--- config.mk ---
export PLATFORM = sky130hd
export DESIGN_NAME = cache_fill_fsm
export DESIGN_NICKNAME = d
export VERILOG_FILES = /design/src/rtl/cache_fill_fsm_pkg.sv /design/src/rtl/cache_fill_fsm_fill_word_counter.sv /design/src/rtl/cache_fill_fsm.sv
export SDC_FILE = /design/constraint.sdc
export NUM_CORES = 1
export LEC_CHECK = 0
export CAP_MARGIN = 15
export CORE_MARGIN = 1
export CORE_UTILIZATION = 38
export CTS_BUF_LIST = sky130_fd_sc_hd__clkbuf_4
export CTS_CLUSTER_DIAMETER = 200
export DETAILED_ROUTE_END_ITERATION = 6
export GPL_TIMING_DRIVEN = 0
export PLACE_DENSITY_LB_ADDON = 0.25
export SYNTH_ARGS = -nofsm -noshare
export SYNTH_HDL_FRONTEND = slang
export SYNTH_SLANG_ARGS = --single-unit
--- constraint.sdc ---
create_clock -name clk -period 2 [get_ports clk]
set_input_delay 0.3 -clock clk [delete_from_list [all_inputs] [get_ports clk]]
set_output_delay 0.3 -clock clk [all_outputs]
set_load 0.01 [all_outputs]
--- src/rtl/cache_fill_fsm_pkg.sv ---
// cache_fill_fsm_pkg
//   Definitions shared by the L1 cache miss-fill logic: the fill state
//   encoding, the block geometry, and the bit positions of the address fields.
//   Address layout (16-bit byte address):
//     [15:11] tag, [10:4] set index, [3:1] word offset, [0] byte (always 0).
package cache_fill_fsm_pkg;

    typedef enum logic [1:0] {
        IDLE  = 2'd0,
        ISSUE = 2'd1,
        DRAIN = 2'd2
    } fill_state_t;

    localparam int unsigned WORDS_PER_BLOCK = 8;

    localparam int unsigned OFFSET_LSB = 1;
    localparam int unsigned OFFSET_MSB = 3;
    localparam int unsigned INDEX_LSB  = 4;
    localparam int unsigned INDEX_MSB  = 10;
    localparam int unsigned TAG_LSB    = 11;
    localparam int unsigned TAG_MSB    = 15;

endpackage

--- src/rtl/cache_fill_fsm_fill_word_counter.sv ---
// fill_word_counter
//   Counts the words of one block transfer (used once for requests and once
//   for returns). The count is WORD_BITS+1 wide and saturates at
//   2**WORD_BITS. Any surplus enable is absorbed, so the count never wraps
//   into what would look like a new fill. The word index is the count
//   rotated by a start offset latched on clear. With a zero offset the index
//   equals the count.
//   Ports:
//     clk, rst   clock, asynchronous active-high reset
//     i_clear    restart at zero and latch i_start
//     i_en       advance by one word
//     i_start    word offset of the first transfer
//     o_word     current word index, (start + count) mod 2**WORD_BITS
//     o_last     count is at the final word (2**WORD_BITS - 1)
module fill_word_counter #(
    parameter int unsigned WORD_BITS = 3
) (
    input  logic                 clk,
    input  logic                 rst,
    input  logic                 i_clear,
    input  logic                 i_en,
    input  logic [WORD_BITS-1:0] i_start,
    output logic [WORD_BITS-1:0] o_word,
    output logic                 o_last
);

    logic [WORD_BITS:0]   r_count;
    logic [WORD_BITS-1:0] r_start;

    always_ff @(posedge clk or posedge rst) begin
        if (rst) begin
            r_count <= '0;
            r_start <= '0;
        end else if (i_clear) begin
            r_count <= '0;
            r_start <= i_start;
        end else if (i_en && !r_count[WORD_BITS]) begin
            r_count <= r_count + 1'b1;
        end
    end

    // Carry out of the add is dropped: the index wraps mod 2**WORD_BITS.
    assign o_word = r_start + r_count[WORD_BITS-1:0];
    assign o_last = (r_count == {1'b0, {WORD_BITS{1'b1}}});

endmodule

--- src/rtl/cache_fill_fsm.sv ---
// cache_fill_fsm
//   L1 miss handler. On a miss it latches the block base, issues one word
//   read per cycle for the 8 words of the block, and writes each returned
//   word into the data array. On the 8th return it writes the tag and goes
//   back to idle.
//   Optional build macro CACHE_FILL_CRITICAL_WORD_FIRST_EN: the requests and
//   writes start at the missed word and wrap mod 8. Without it they run 0..7.
//   Ports:
//     clk, rst            clock, asynchronous active-high reset
//     miss_detected       lookup missed (ignored while busy)
//     miss_address        byte address of the missing access
//     memory_data(_valid) in-order read returns from memory
//     fsm_busy            fill in progress (pipeline stall)
//     memory_read         read request strobe
//     memory_address      request address {base, word, 1'b0}
//     set_id              latched set index for the 7->128 decoder
//     word_id             word being written, for the 3->8 decoder
//     write_data_array    write fill_data into [set_id][word_id]
//     write_tag_array     write latched tag + valid into set_id
//     fill_data           pass-through of memory_data
module cache_fill_fsm
    import cache_fill_fsm_pkg::*;
#(
    parameter int unsigned ADDR_W    = 16,
    parameter int unsigned DATA_W    = 16,
    parameter int unsigned SET_BITS  = 7,
    parameter int unsigned WORD_BITS = 3
) (
    input  logic                 clk,
    input  logic                 rst,
    input  logic                 miss_detected,
    input  logic [ADDR_W-1:0]    miss_address,
    input  logic [DATA_W-1:0]    memory_data,
    input  logic                 memory_data_valid,
    output logic                 fsm_busy,
    output logic                 memory_read,
    output logic [ADDR_W-1:0]    memory_address,
    output logic [SET_BITS-1:0]  set_id,
    output logic [WORD_BITS-1:0] word_id,
    output logic                 write_data_array,
    output logic                 write_tag_array,
    output logic [DATA_W-1:0]    fill_data
);

    localparam int unsigned BASE_W = ADDR_W - WORD_BITS - 1;

    fill_state_t r_state;
    fill_state_t w_next;

    logic [BASE_W-1:0]    r_base;
    logic                 w_clear;
    logic                 w_req_en;
    logic                 w_rx_en;
    logic [WORD_BITS-1:0] w_start;
    logic [WORD_BITS-1:0] w_req_word;
    logic [WORD_BITS-1:0] w_rx_word;
    logic                 w_req_last;
    logic                 w_rx_last;
    logic                 w_unused_addr;

`ifdef CACHE_FILL_CRITICAL_WORD_FIRST_EN
    assign w_start = miss_address[OFFSET_MSB:OFFSET_LSB];
`else
    assign w_start = '0;
`endif

    // Byte bit and (in the default build) the word offset are not needed.
    assign w_unused_addr = ^miss_address[OFFSET_MSB:0];

    fill_word_counter #(.WORD_BITS(WORD_BITS)) u_req_cnt (
        .clk     (clk),
        .rst     (rst),
        .i_clear (w_clear),
        .i_en    (w_req_en),
        .i_start (w_start),
        .o_word  (w_req_word),
        .o_last  (w_req_last)
    );

    fill_word_counter #(.WORD_BITS(WORD_BITS)) u_rx_cnt (
        .clk     (clk),
        .rst     (rst),
        .i_clear (w_clear),
        .i_en    (w_rx_en),
        .i_start (w_start),
        .o_word  (w_rx_word),
        .o_last  (w_rx_last)
    );

    always_ff @(posedge clk or posedge rst) begin
        if (rst) begin
            r_state <= IDLE;
            r_base  <= '0;
        end else begin
            r_state <= w_next;
            if (w_clear) begin
                r_base <= miss_address[ADDR_W-1:WORD_BITS+1];
            end
        end
    end

    always_comb begin
        w_next           = r_state;
        w_clear          = 1'b0;
        w_req_en         = 1'b0;
        w_rx_en          = 1'b0;
        memory_read      = 1'b0;
        memory_address   = '0;
        word_id          = '0;
        write_data_array = 1'b0;
        write_tag_array  = 1'b0;
        case (r_state)
            IDLE: begin
                if (miss_detected) begin
                    w_clear = 1'b1;
                    w_next  = ISSUE;
                end
            end
            ISSUE: begin
                memory_read    = 1'b1;
                memory_address = {r_base, w_req_word, 1'b0};
                w_req_en       = 1'b1;
                word_id        = w_rx_word;
                // The 8th return cannot arrive before the 8th request has
                // gone out, so completion is only handled in DRAIN.
                if (memory_data_valid) begin
                    write_data_array = 1'b1;
                    w_rx_en          = 1'b1;
                end
                if (w_req_last) begin
                    w_next = DRAIN;
                end
            end
            DRAIN: begin
                word_id = w_rx_word;
                if (memory_data_valid) begin
                    write_data_array = 1'b1;
                    w_rx_en          = 1'b1;
                    if (w_rx_last) begin
                        write_tag_array = 1'b1;
                        w_next          = IDLE;
                    end
                end
            end
            default: w_next = IDLE;
        endcase
    end

    assign fsm_busy  = (r_state != IDLE);
    assign set_id    = r_base[SET_BITS-1:0];
    assign fill_data = memory_data;

endmodule
After elaboration in Yosys (flattened, before gate mapping)
Index checks and enable logic that the tools add are counted.
Widths: inputs -> output; s select.
{"block": "totals", "reg_bits": 22, "in_bits": 36, "wordCells": 43}
{"block": "classes", "n_addsub": 2, "n_eq_ne": 8, "n_mux": 19, "n_reduce_logical": 10}
{"op": "$mux 16", "count": 1}
{"op": "$mux 4", "count": 4}
{"op": "$add 4x1->4 const B", "count": 2}
{"op": "$eq 4x3->1 const B", "count": 2}
{"op": "$mux 1", "count": 8}
{"op": "$mux 2", "count": 4}
{"op": "$pmux 2 s3", "count": 1}
{"op": "$reduce_bool 2->1", "count": 3}
{"op": "$ne 2x1->1 const B", "count": 2}
{"op": "$ne 2x2->1 const B", "count": 2}
{"op": "$reduce_and 4->1", "count": 1}
{"op": "$mux 3", "count": 1}
{"op": "$eq 2x1->1 const B", "count": 1}
{"op": "$eq 2x2->1 const B", "count": 1}
{"op": "$logic_and 1x1->1", "count": 2}
{"op": "$logic_not 1->1", "count": 2}
{"op": "$logic_not 2->1", "count": 1}
{"op": "$reduce_or 2->1", "count": 1}

Longest topological paths before layout
{"block": "logic_depth", "word_depth": 6, "mapped_depth": 6, "ltp_nobuf": 5}

Modules after synthesis
A second synthesis with hierarchy kept.
{"block": "unflattened", "cells_unflattened": 148, "hier_area_um2": 1652.8}
{"module": "cache_fill_fsm", "instances": 1, "cells_per_inst": 90, "area_each_um2": 932.1, "seq_area_each_um2": 350.3}
{"module": "fill_word_counter", "instances": 2, "cells_per_inst": 29, "area_each_um2": 360.3, "seq_area_each_um2": 175.2}

Worst setup path before layout
OpenSTA, ideal clock, no wires.
{"block": "synth_timing", "kind": "reg-to-reg", "startpoint": "register r_state[0]", "endpoint": "register r_state[0]", "setup_ps": 125, "arrival_time_ps": 1392, "path_slack_ps": 484, "stages_incl_launch_ff": 5, "period_less_slack_ps": 1516, "cell_sequence": "dfrtp_1 -> inv_1 -> ha_1 -> a222oi_1 -> mux2_2"}
{"block": "synth_between", "elab_chain_len": 3, "elab_cells_between_ends": 9}
{"element": "start: declaration", "line": "cache_fill_fsm.sv:47", "text": "fill_state_t r_state;"}
{"element": "start signal: assignment", "line": "cache_fill_fsm.sv:95", "text": "r_state <= w_next;"}
{"element": "$eq 2x1->1 (tied with other cells)", "line": "cache_fill_fsm.sv:112", "text": "case (r_state)"}
{"element": "$ne 2x1->1 (no source line) or $ne 2x2->1 (tied branches)"}
{"element": "$reduce_and 4->1 (no source line)"}
Several ways; a longest one is shown, not always the timed one.
A chain may end at the register's enable or synchronous reset.

Worst setup path in the final report
{"block": "layout_timing", "startpoint": "register r_state[0]", "endpoint": "output port write_tag_array"}
{"block": "layout_between", "elab_chain_len": 2}
{"element": "$eq 2x2->1", "line": "cache_fill_fsm.sv:112"}
{"element": "$mux 1", "line": "cache_fill_fsm.sv:112"}
{"element": "end: declaration", "line": "cache_fill_fsm.sv:41", "text": "output logic write_tag_array,"}
Every way passes these cells.

==> reports/summary.txt <==
switching share of power -> 34.7%
Post-DP Area -> 1960 um2
count leader, synth -> buf_4
nets -> 234
sequential share of the synthesized area -> 42.3%
main combinational cell family by area after synthesis -> buffers and inverters
CTS buffer count -> 3
Design Power -> 2580 uW
CP top delay family -> buffers and inverters
Psw -> 896 uW
post-synthesis cell count -> 121
DR pass1 iterations -> 4
max incr delay on CP -> 0.54 ns
diode count -> 0
Post-synth top cells -> buf_4 (24), dfrtp_1 (22), and2_1 (18), mux2_2 (14), nor2_1 (10)
final worst path period need -> 1.98 ns
proportion of synthesized area in mux cells -> 13.7%
critical path endpoint category -> output pin
Layout Skew -> 0.00135 ns
post-route cell area -> 2070 um2
total of max-cap violations -> 0
clk buf depth -> 2
Clock Power Share -> 7.9%
synth unique cells -> 20
number of global-route vias before repair -> 1,004
unrepaired setup endpoints after global routing -> true
hold slack -> 0.439 ns
Vias/cell -> 4.53
Logic pwr share -> 62.0%
die extent in y -> 60.5 um
fin crit share -> 98.9%
Starting Density -> 41.2%
Pwr per Cell Area -> 1250 nW/um2
Internal Power -> 1680 uW
IO Pins -> 82
hold crit path type -> input pin to async pin
Post-CTS Hold Buffers -> 0
nature of the critical path startpoint -> register
worst vdd rail ir drop -> 619 uV
ranking of synthesized cells by area -> dfrtp_1 (42%), buf_4 (14%), mux2_2 (12%), and2_1 (8.7%), ha_1 (6.7%)
Avg Inst Size Synth -> 10.7 um2
largest net degree at the start of global routing -> 23
Clock Sink Count -> 22
Synth Area in Compound Gates -> 1.92%
Critical Path RT -> 1.70 ns
first-pass GRT wire length -> 4210 um
worst-margin pin slew -> 0.823 ns
GR Util All Layers -> 15.6%
Simple-Gate Fraction of Synth Area -> 15.7%
sequential fraction of design power -> 30.1%
Final Max Slew Viols -> 0
core area -> 3150 um2
GR Overflow Total -> 0
ys async rst share -> 100%
Post-DRT Antenna Nets -> 0
Clock transition at path regs -> 0.12 ns
initial antenna violation count -> 0
Crit Path Max Fanout -> 3
#FFs+latches synth -> 22
post-route DRC violation count -> 0
Synth Warn # -> 0
GPL Wtd Cong -> 0.682
layout cells sized above 1 -> 28.4%
setup violators final -> 0
critical path arrival -> 1.68 ns
Most used DFF post-synth -> dfrtp_1
Synth Area in XOR/XNOR -> 2.69%
Mapped Area -> 1300 um2
Crit Path Class -> register to output pin
Post-synth EDFFs -> 0
root buffer cell -> clkbuf_4
Skew-Pair Late Insertion Delay -> 0.30 ns
die width -> 60.5 um
HPWL Detailed -> 2130 um
H-tree levels -> 1
Slowest cell on crit path -> clkdlybuf4s50_1
Leak -> 0.00106 uW
share of the synthesized area in the top cell type -> 42.3%
post-synth top area cell -> dfrtp_1
f_max -> 0.506 GHz
Setup TNS -> 0 ns
IO buf count -> 60
WL/cell -> 11.9 um
TritonCTS clock tree -> yes
row cnt -> 20
via count -> 1,061
area of the die -> 3660 um2
status -> finished clean
crit-path cells -> inv_2, ha_1, inv_1, nor2_1, clkdlybuf4s50_1
final hold violations -> 0
FF-to-FF setup slack -> 0.33 ns
Rel. slew slack -> 45.1%
First DRT Iteration DRCs -> 4
CP bufs+invs -> 3
Post-Route WL -> 2790 um
post-synthesis adder-cell area fraction -> 6.74%
Net Count, Synth -> 164
Layout area overhead -> 59.2%
## flip-flops by register name, summed over array words and instances, names as in the netlist
name,flops
r_base,12
r_state,2
u_req_cnt.r_count,4
u_rx_cnt.r_count,4
## worst reg2reg max path, stage by stage (launching register included)
cell and delay [ns]:
dfrtp_1 0.42, buf_4 0.14, ha_1 0.19, a222oi_1 0.42
mux2_2 0.39
## worst paths after layout
path / to / from / cells after the start
min reg2reg: r_base[10]$_DFFE_PP0P_ / r_base[10]$_DFFE_PP0P_ / 1
max: write_tag_array / r_state[0]$_DFFE_PP0P_ / 5
min: r_base[10]$_DFFE_PP0P_ / rst / 2
max in group asynchronous: r_state[0]$_DFFE_PP0P_ / rst / 2
max reg2reg: r_state[1]$_DFFE_PP0P_ / r_state[1]$_DFFE_PP0P_ / 4
min in group clk: r_base[10]$_DFFE_PP0P_ / r_base[10]$_DFFE_PP0P_ / 1
## routing by layer
layer / wire length (um) / vias to the layer above / global-route usage, %
met3: 255 / 2 / 1.49
li1: - / 503 / -
met2: 1440 / 56 / 29.8
met1: 1060 / 500 / 17.1
met4: 34 / 0 / 7.79
met5: 0 / - / 0
## kinds of logic (layout without fill, tap and decap cells)
kind of cell               count (synthesis)  in the layout
DFF                                       22             22
buffers and inverters                     33            102
muxes                                     16             16
other                                      1              1
adders and majority gates                  7              7
xor gates and xnor gates                   4              4
and+or+nand+nor                           35             35
AOI/OAI and AO/OA                          3              3
## final cells by class
type,instances,area [um2]
fill,264,1080
timing repair buffer,65,653
multi-input combinational,66,558
sequential,22,551
buffer,27,204
tap,44,55.1
clock buffer,3,22.5
inverter,6,22.5
clock inverter,1,3.75
## timing repair
action                     CTS  global route
setup endpoints to repair   20             9
gates resized for setup     22            12
buffers inserted             5             0
## layout by cell type, fill, tap and decap left out, types with 2 or more instances in the layout
cell type and n:
clkdlybuf4s50_1 39, clkbuf_4 3, dlygate4sd2_1 10, mux2_2 14, nand4b_1 2, and2_1 18
ha_1 5, dlymetal6s2s_1 6, dfrtp_1 22, nand3b_1 3, xor2_1 3, buf_2 2
nor2_1 10, clkdlybuf4s15_1 5, inv_1 4, buf_4 28, inv_2 2, ha_4 2
mux2i_1 2
## metrics by stage
step	std cells	utilization [%]	setup WS (ns)
after global placement	225	62.0	-0.142
after CTS	234	65.0	0.000270
after global routing	234	65.6	-0.0654
after detailed placement	225	62.0	-0.189
after floorplan	121	-	0.484
final	234	65.6	0.0225
## power groups by stage
stage | Combinational, uW | Clock, uW | Sequential, uW
floorplan | 877 | 0 | 754
global placement | 1480 | 0 | 778
detailed placement | 1510 | 0 | 798
CTS | 1620 | 218 | 776
global route | 1750 | 234 | 814
finish | 1600 | 205 | 777
Note: power is estimated with default switching activity, not from simulation.
==> edit 1, RTL diff (same flow settings) <==
Re-encode `fill_state_t` (3 states) as one-hot, 3 bits wide.
--- a/src/rtl/cache_fill_fsm_pkg.sv
+++ b/src/rtl/cache_fill_fsm_pkg.sv
@@ -5,10 +5,10 @@
 //     [15:11] tag, [10:4] set index, [3:1] word offset, [0] byte (always 0).
 package cache_fill_fsm_pkg;
 
-    typedef enum logic [1:0] {
-        IDLE  = 2'd0,
-        ISSUE = 2'd1,
-        DRAIN = 2'd2
+    typedef enum logic [2:0] {
+        IDLE  = 3'b001,
+        ISSUE = 3'b010,
+        DRAIN = 3'b100
     } fill_state_t;
 
     localparam int unsigned WORDS_PER_BLOCK = 8;
Formal check against the unedited RTL: same outputs for any inputs over 10 cycles, from zero or initial values and one cycle with rst high; not proved beyond that.
==> edit 1 against the original RTL <==
  * The flow now finishes with violations (negative setup slack)
  * Wire length increased by 9.5%
  * Synthesized area increased by 11%
  * Clock power increased by 3%
  * Sequential cell count increased by 1
  * Design area increased by 6.2%
  * Synthesized cell count increased by 6.6%
  * Worst setup slack got worse by 250 ps
  * Worst hold slack improved by 1.0 ps
  * Total power decreased by 14%
  * Core utilization decreased by 5.6 points
  * First-iteration DRC count increased to 5.8 times the old value
  * Critical endpoint is now memory_address[13]
  * Largest cell class unchanged
==> edit 1: results (changes against the original RTL) <==
----------------------------------------------------
[Synth]
  Leading post-synthesis cells by instance count ... 26 x sky130_fd_sc_hd__buf_4, 22 x sky130_fd_sc_hd__dfrtp_1, 18 x sky130_fd_sc_hd__and2_1
  Synth area leaders ... sky130_fd_sc_hd__dfrtp_1 38%, sky130_fd_sc_hd__buf_4 14%, sky130_fd_sc_hd__and2_1 7.8%, sky130_fd_sc_hd__mux2_2 7.0%, sky130_fd_sc_hd__mux2i_1 3.5%
  Net count of the mapped netlist ... 167 (+1.8%)
  Adder-cell area share of the yosys netlist ... 1.73% (-5.0 points)
  Post-synthesis sequential area ratio ... 40.0% (-2.4 points)
  Post-synthesis share of cell area spent on xor and xnor gates ... 2.52% (-0.18 points)
  Fraction of the mapped netlist area in compound gates ... 2.86% (+0.94 points)
  Count of mapped cells out of synthesis ... 129 (+6.6%)
  Count of cell types in the netlist ... 33 (+65%)
  Mux share of post-synthesis cell area ... 13.6% (-0.050 points)

[Detailed routing]
  Final WL ... 3050 um (+9.5%)
  Post-route met1 wirelength ... 1170 um (+11%)
  Met3 routed WL ... 198 um (-22%)
  Total via count after detailed routing ... 1151 (+8.5%)
  Violation count after the first detailed-route iteration ... 23 (+19)
  Met2 wire len ... 1640 um (+13%)
  Routed vias/inst ... 4.64 (+2.4%)

[Cells and area]
  Flip-flop and latch area ... 577 sq um (+4.8%)
  Share of post-route cells with drive strength above 1 ... 35.5% (+7.1 points)
  Number of fillers in the final layout ... 316 (+20%)
  Non-Clock Inverter Count ... 2 (-4)
  Clock network share of area ... 1.25% (-0.017 points)
  Non-clk buf share ... 40.2% (-1.2 points)
  #MultiIn Comb ... 74 (+12%)
  Non-Clock Buffer Count ... 97 (+5.4%)
  Post-route standard cell area excluding fillers ... 2200 sq um (+6.2%)
  Net count of the finished layout ... 239 (+2.1%)

[Status]
  Outcome ... finished with violations
  Violated checks ... negative setup slack

[Critical path]
  Crit Path Max Fanout ... 10 (+7)
  Data arrival time at the worst-slack endpoint ... 1930 ps (+250 ps)

[GRT]
  Overall fraction of global-route tracks in use ... 14.9% (-0.77 points)
  First-pass GRT wire length ... 4840 um (+15%)
  Via count of the first global-routing pass ... 1145 (+14%)
  Pin count of the biggest net entering global routing ... 24 (+4.3%)

[Floorplan]
  Row cnt ... 22 (+10%)

[Clocking]
  Clk sinks ... 23 (+4.5%)
  Worst skew pair latency ... 320 ps (+20 ps)
  Worst-path clk slew ... 130 ps
  Largest buffer count on any clock path ... 2 (unchanged)

[Pwr]
  Switching power share of the total ... 32.8% (-1.9 points)
  Worst VDD drop ... 0.000705 V (+14%)
  Leak Pwr ... 1.13 nW (+6.2%)

[STA]
  Worst slew slack as a fraction of its limit ... 43.6% (-1.4 points)
  Finish-stage setup viols ... 3 (+3)
  Clk_skew ... 14.3 ps (+12.9 ps)
  Final setup slack of the worst path ... -230 ps (-253 ps)
  Total negative slack for setup checks ... -647 ps (-647 ps)

[Place]
  Final Wtd Congestion ... 0.741 (+8.6%)
  Place WS ... -209 ps (-20.3 ps)

----------------------------------------------------
edit 1: changes by cell type after synthesis, moves of 3 or more:
cell,delta
sky130_fd_sc_hd__mux2_2,-5
sky130_fd_sc_hd__mux2i_1,+3
sky130_fd_sc_hd__ha_1,-5
sky130_fd_sc_hd__mux2_4,+3
sky130_fd_sc_hd__nand2_1,+5
sky130_fd_sc_hd__inv_1,-4
sky130_fd_sc_hd__nor2_1,-4
sky130_fd_sc_hd__xor2_1,-3
edit 1: power groups by stage:
stage          combinational [W]  sequential [W]  clock [W]
2_1_floorplan           0.000748        0.000734          0
3_3_place_gp             0.00115        0.000756          0
3_5_place_dp             0.00118        0.000773          0
4_1_cts                  0.00121        0.000760   0.000223
5_1_grt                  0.00135        0.000795   0.000243
6_report                 0.00126        0.000758   0.000212
edit 1: path summary, 6_finish.rpt:
kind | to | startpoint | slack [ps] | cells past startpoint
max | memory_address[13] | r_state[2]$_DFFE_PP0P_ | -230 | 5
min | r_base[7]$_DFFE_PP0N_ | rst | 440 | 2
max reg2reg | u_rx_cnt.r_count[2]$_DFFE_PP0P_ | r_state[1]$_DFFE_PP0P_ | 460 | 6
min reg2reg | r_base[10]$_DFFE_PP0N_ | r_base[10]$_DFFE_PP0N_ | 510 | 1
max in group asynchronous | u_rx_cnt.r_count[3]$_DFFE_PP0P_ | rst | 1030 | 2
min in group clk | r_base[10]$_DFFE_PP0N_ | r_base[10]$_DFFE_PP0N_ | 510 | 1
edit 1: routing by layer:
metal,vias up,track usage [%]
met5,-,0
met1,547,16.1
met3,4,4.35
li1,552,-
met4,0,0.852
met2,48,29.1
edit 1: repair_timing:
action	4_1_cts	5_1_grt
setup buffers	2	5
endpoints found under the setup margin	22	20
pin swaps	1	2
resized for setup	13	34
==> edit 2, RTL diff (config.mk and constraints unchanged) <==
Made on the original files. Add a define of `CACHE_FILL_CRITICAL_WORD_FIRST_EN`.
--- a/src/rtl/cache_fill_fsm.sv
+++ b/src/rtl/cache_fill_fsm.sv
@@ -18,6 +18,8 @@
 //     write_data_array    write fill_data into [set_id][word_id]
 //     write_tag_array     write latched tag + valid into set_id
 //     fill_data           pass-through of memory_data
+`define CACHE_FILL_CRITICAL_WORD_FIRST_EN
+
 module cache_fill_fsm
     import cache_fill_fsm_pkg::*;
 #(
Behaviour: not the same (a bounded check fails within 4 cycles, from zero or initial values and one cycle with rst high).
==> edit 2 against the original RTL <==
  * The flow now finishes with violations (negative setup slack)
  * Synthesized area is 16% higher
  * First-iteration DRC count grew to 7.3 times the old value
  * Design area is 14% higher
  * Sequential cell count up 3
  * Wire length rose by 21%
  * Count of clock-buffer cells in the layout did not move
  * Synthesized cell count is 12% higher
  * Final cell count is 10% higher
  * Worst setup slack got worse by 220 ps
  * Sequential power up 20%
  * Total power rose by 27%
  * Critical path type unchanged
==> edit 2: results (changes against the original RTL) <==
----------------------------------------------------
[Detailed routing]
  Routed vias/inst ... 4.52 (-0.41%)
  DR WL/cell ... 13.0 um (+9.3%)
  Violation count after the first detailed-route iteration ... 29 (+25)

[GRT]
  Overall fraction of global-route tracks in use ... 16.3% (+0.64 points)
  Via count of the first global-routing pass ... 1237 (+23%)
  Pin count of the biggest net entering global routing ... 26 (+13%)

[Status]
  Outcome ... finished with violations
  Violated checks ... negative setup slack

[Place]
  Number of placed instances, taps included ... 246 (+9.3%)
  Place WS ... -281 ps (-91.8 ps)
  Final Wtd Congestion ... 0.708 (+3.8%)
  Number of buffers inserted by port buffering ... 63 (+5.0%)
  Detailed-placement wirelength estimate ... 2470 um (+16%)

[STA]
  Final setup slack of the worst path ... -195 ps (-217 ps)
  Finish-stage setup viols ... 4 (+4)
  Clk_skew ... 13.6 ps (+12.2 ps)
  Worst slew slack as a fraction of its limit ... 36.6% (-8.5 points)

[Critical path]
  FF-to-FF path depth ... 7 (+3)
  Flop2flop setup slack ... 130 ps (-200 ps)
  Crit Path Max Fanout ... 2 (-1)
  Crit-path max cell delay ... 420 ps (-120 ps)
  Crit path max-delay family ... adder cells
  R2R Path End ... u_req_cnt.r_start[0]$_DFFE_PP0P_
  Worst setup startpoint ... u_req_cnt.r_start[0]$_DFFE_PP0P_
  Timing endpoint of the critical path ... word_id[2]

[Cells and area]
  Share of post-route cells with drive strength above 1 ... 33.3% (+4.9 points)
  Net count of the finished layout ... 258 (+10%)
  Number of fillers in the final layout ... 323 (+22%)

[Synth]
  Count of mapped cells out of synthesis ... 135 (+12%)
  Leading post-synthesis cells by instance count ... 25 x sky130_fd_sc_hd__dfrtp_1, 24 x sky130_fd_sc_hd__buf_4, 19 x sky130_fd_sc_hd__and2_1
  Count of cell types in the netlist ... 19 (-5.0%)
  Net count of the mapped netlist ... 182 (+11%)

[Clocking]
  CTS root buffer ... sky130_fd_sc_hd__clkbuf_4

----------------------------------------------------
## edit 2: power breakdown
group	internal [W]	total, W	switching, W
sequential	0.000733	0.000930	0.000196
combinational	0.00128	0.00213	0.000851
clock	0.0000746	0.000223	0.000148
## edit 2: per-stage QoR
| step | hold slack, ps | power, W | TNS [ps] | cell area (sq um) |
|---|---|---|---|---|
| after global routing | 537 | 0.00353 | -898 | 2360 |
| after CTS | 522 | 0.00320 | -439 | 2310 |
| after detailed placement | 491 | 0.00289 | -2150 | 2200 |
| after global placement | 482 | 0.00283 | -1560 | 2200 |
| after floorplan | 327 | 0.00201 | 0 | 1510 |
| final | 483 | 0.00328 | -585 | 2360 |
## edit 2: repair_timing
| action | 4_1_cts | 5_1_grt |
|---|---|---|
| setup endpoints to repair | 20 | 25 |
| gates resized for setup | 44 | 15 |
| setup buffers | 7 | 1 |
| pin swaps | 7 | 6 |
| hold endpoints to repair | 0 | 0 |
## edit 2: routing by layer
layer  track usage (%)  wire length (um)
met1              17.9              1340
met2              31.5              1730
met3              2.99               277
met4              4.08                18
met5                 0                 0
## edit 2: area by class of cell
class / count / share of cell area, %
Buffer: 27 / 8.64
Clock buffer: 3 / 0.954
Clock inverter: 1 / 0.212
Inverter: 6 / 0.954
Multi-Input combinational cell: 77 / 31.2
Sequential cell: 25 / 26.5
Tap cell: 48 / 2.55
Timing Repair Buffer: 71 / 29.0
## edit 2: cell families (layout without fill, tap and decap cells)
family / count (synthesis) / count (layout) / synth area share (%)
AND/OR/NAND/NOR: 35 / 35 / 13.4
buffers and inverters: 33 / 108 / 14.3
flip-flops: 25 / 25 / 41.4
multiplexers: 19 / 19 / 14.0
adder cells (fa/ha/maj): 11 / 11 / 10.1
XOR/XNOR: 8 / 8 / 4.64
AO/OA/AOI/OAI: 3 / 3 / 1.82
other: 1 / 1 / 0.248
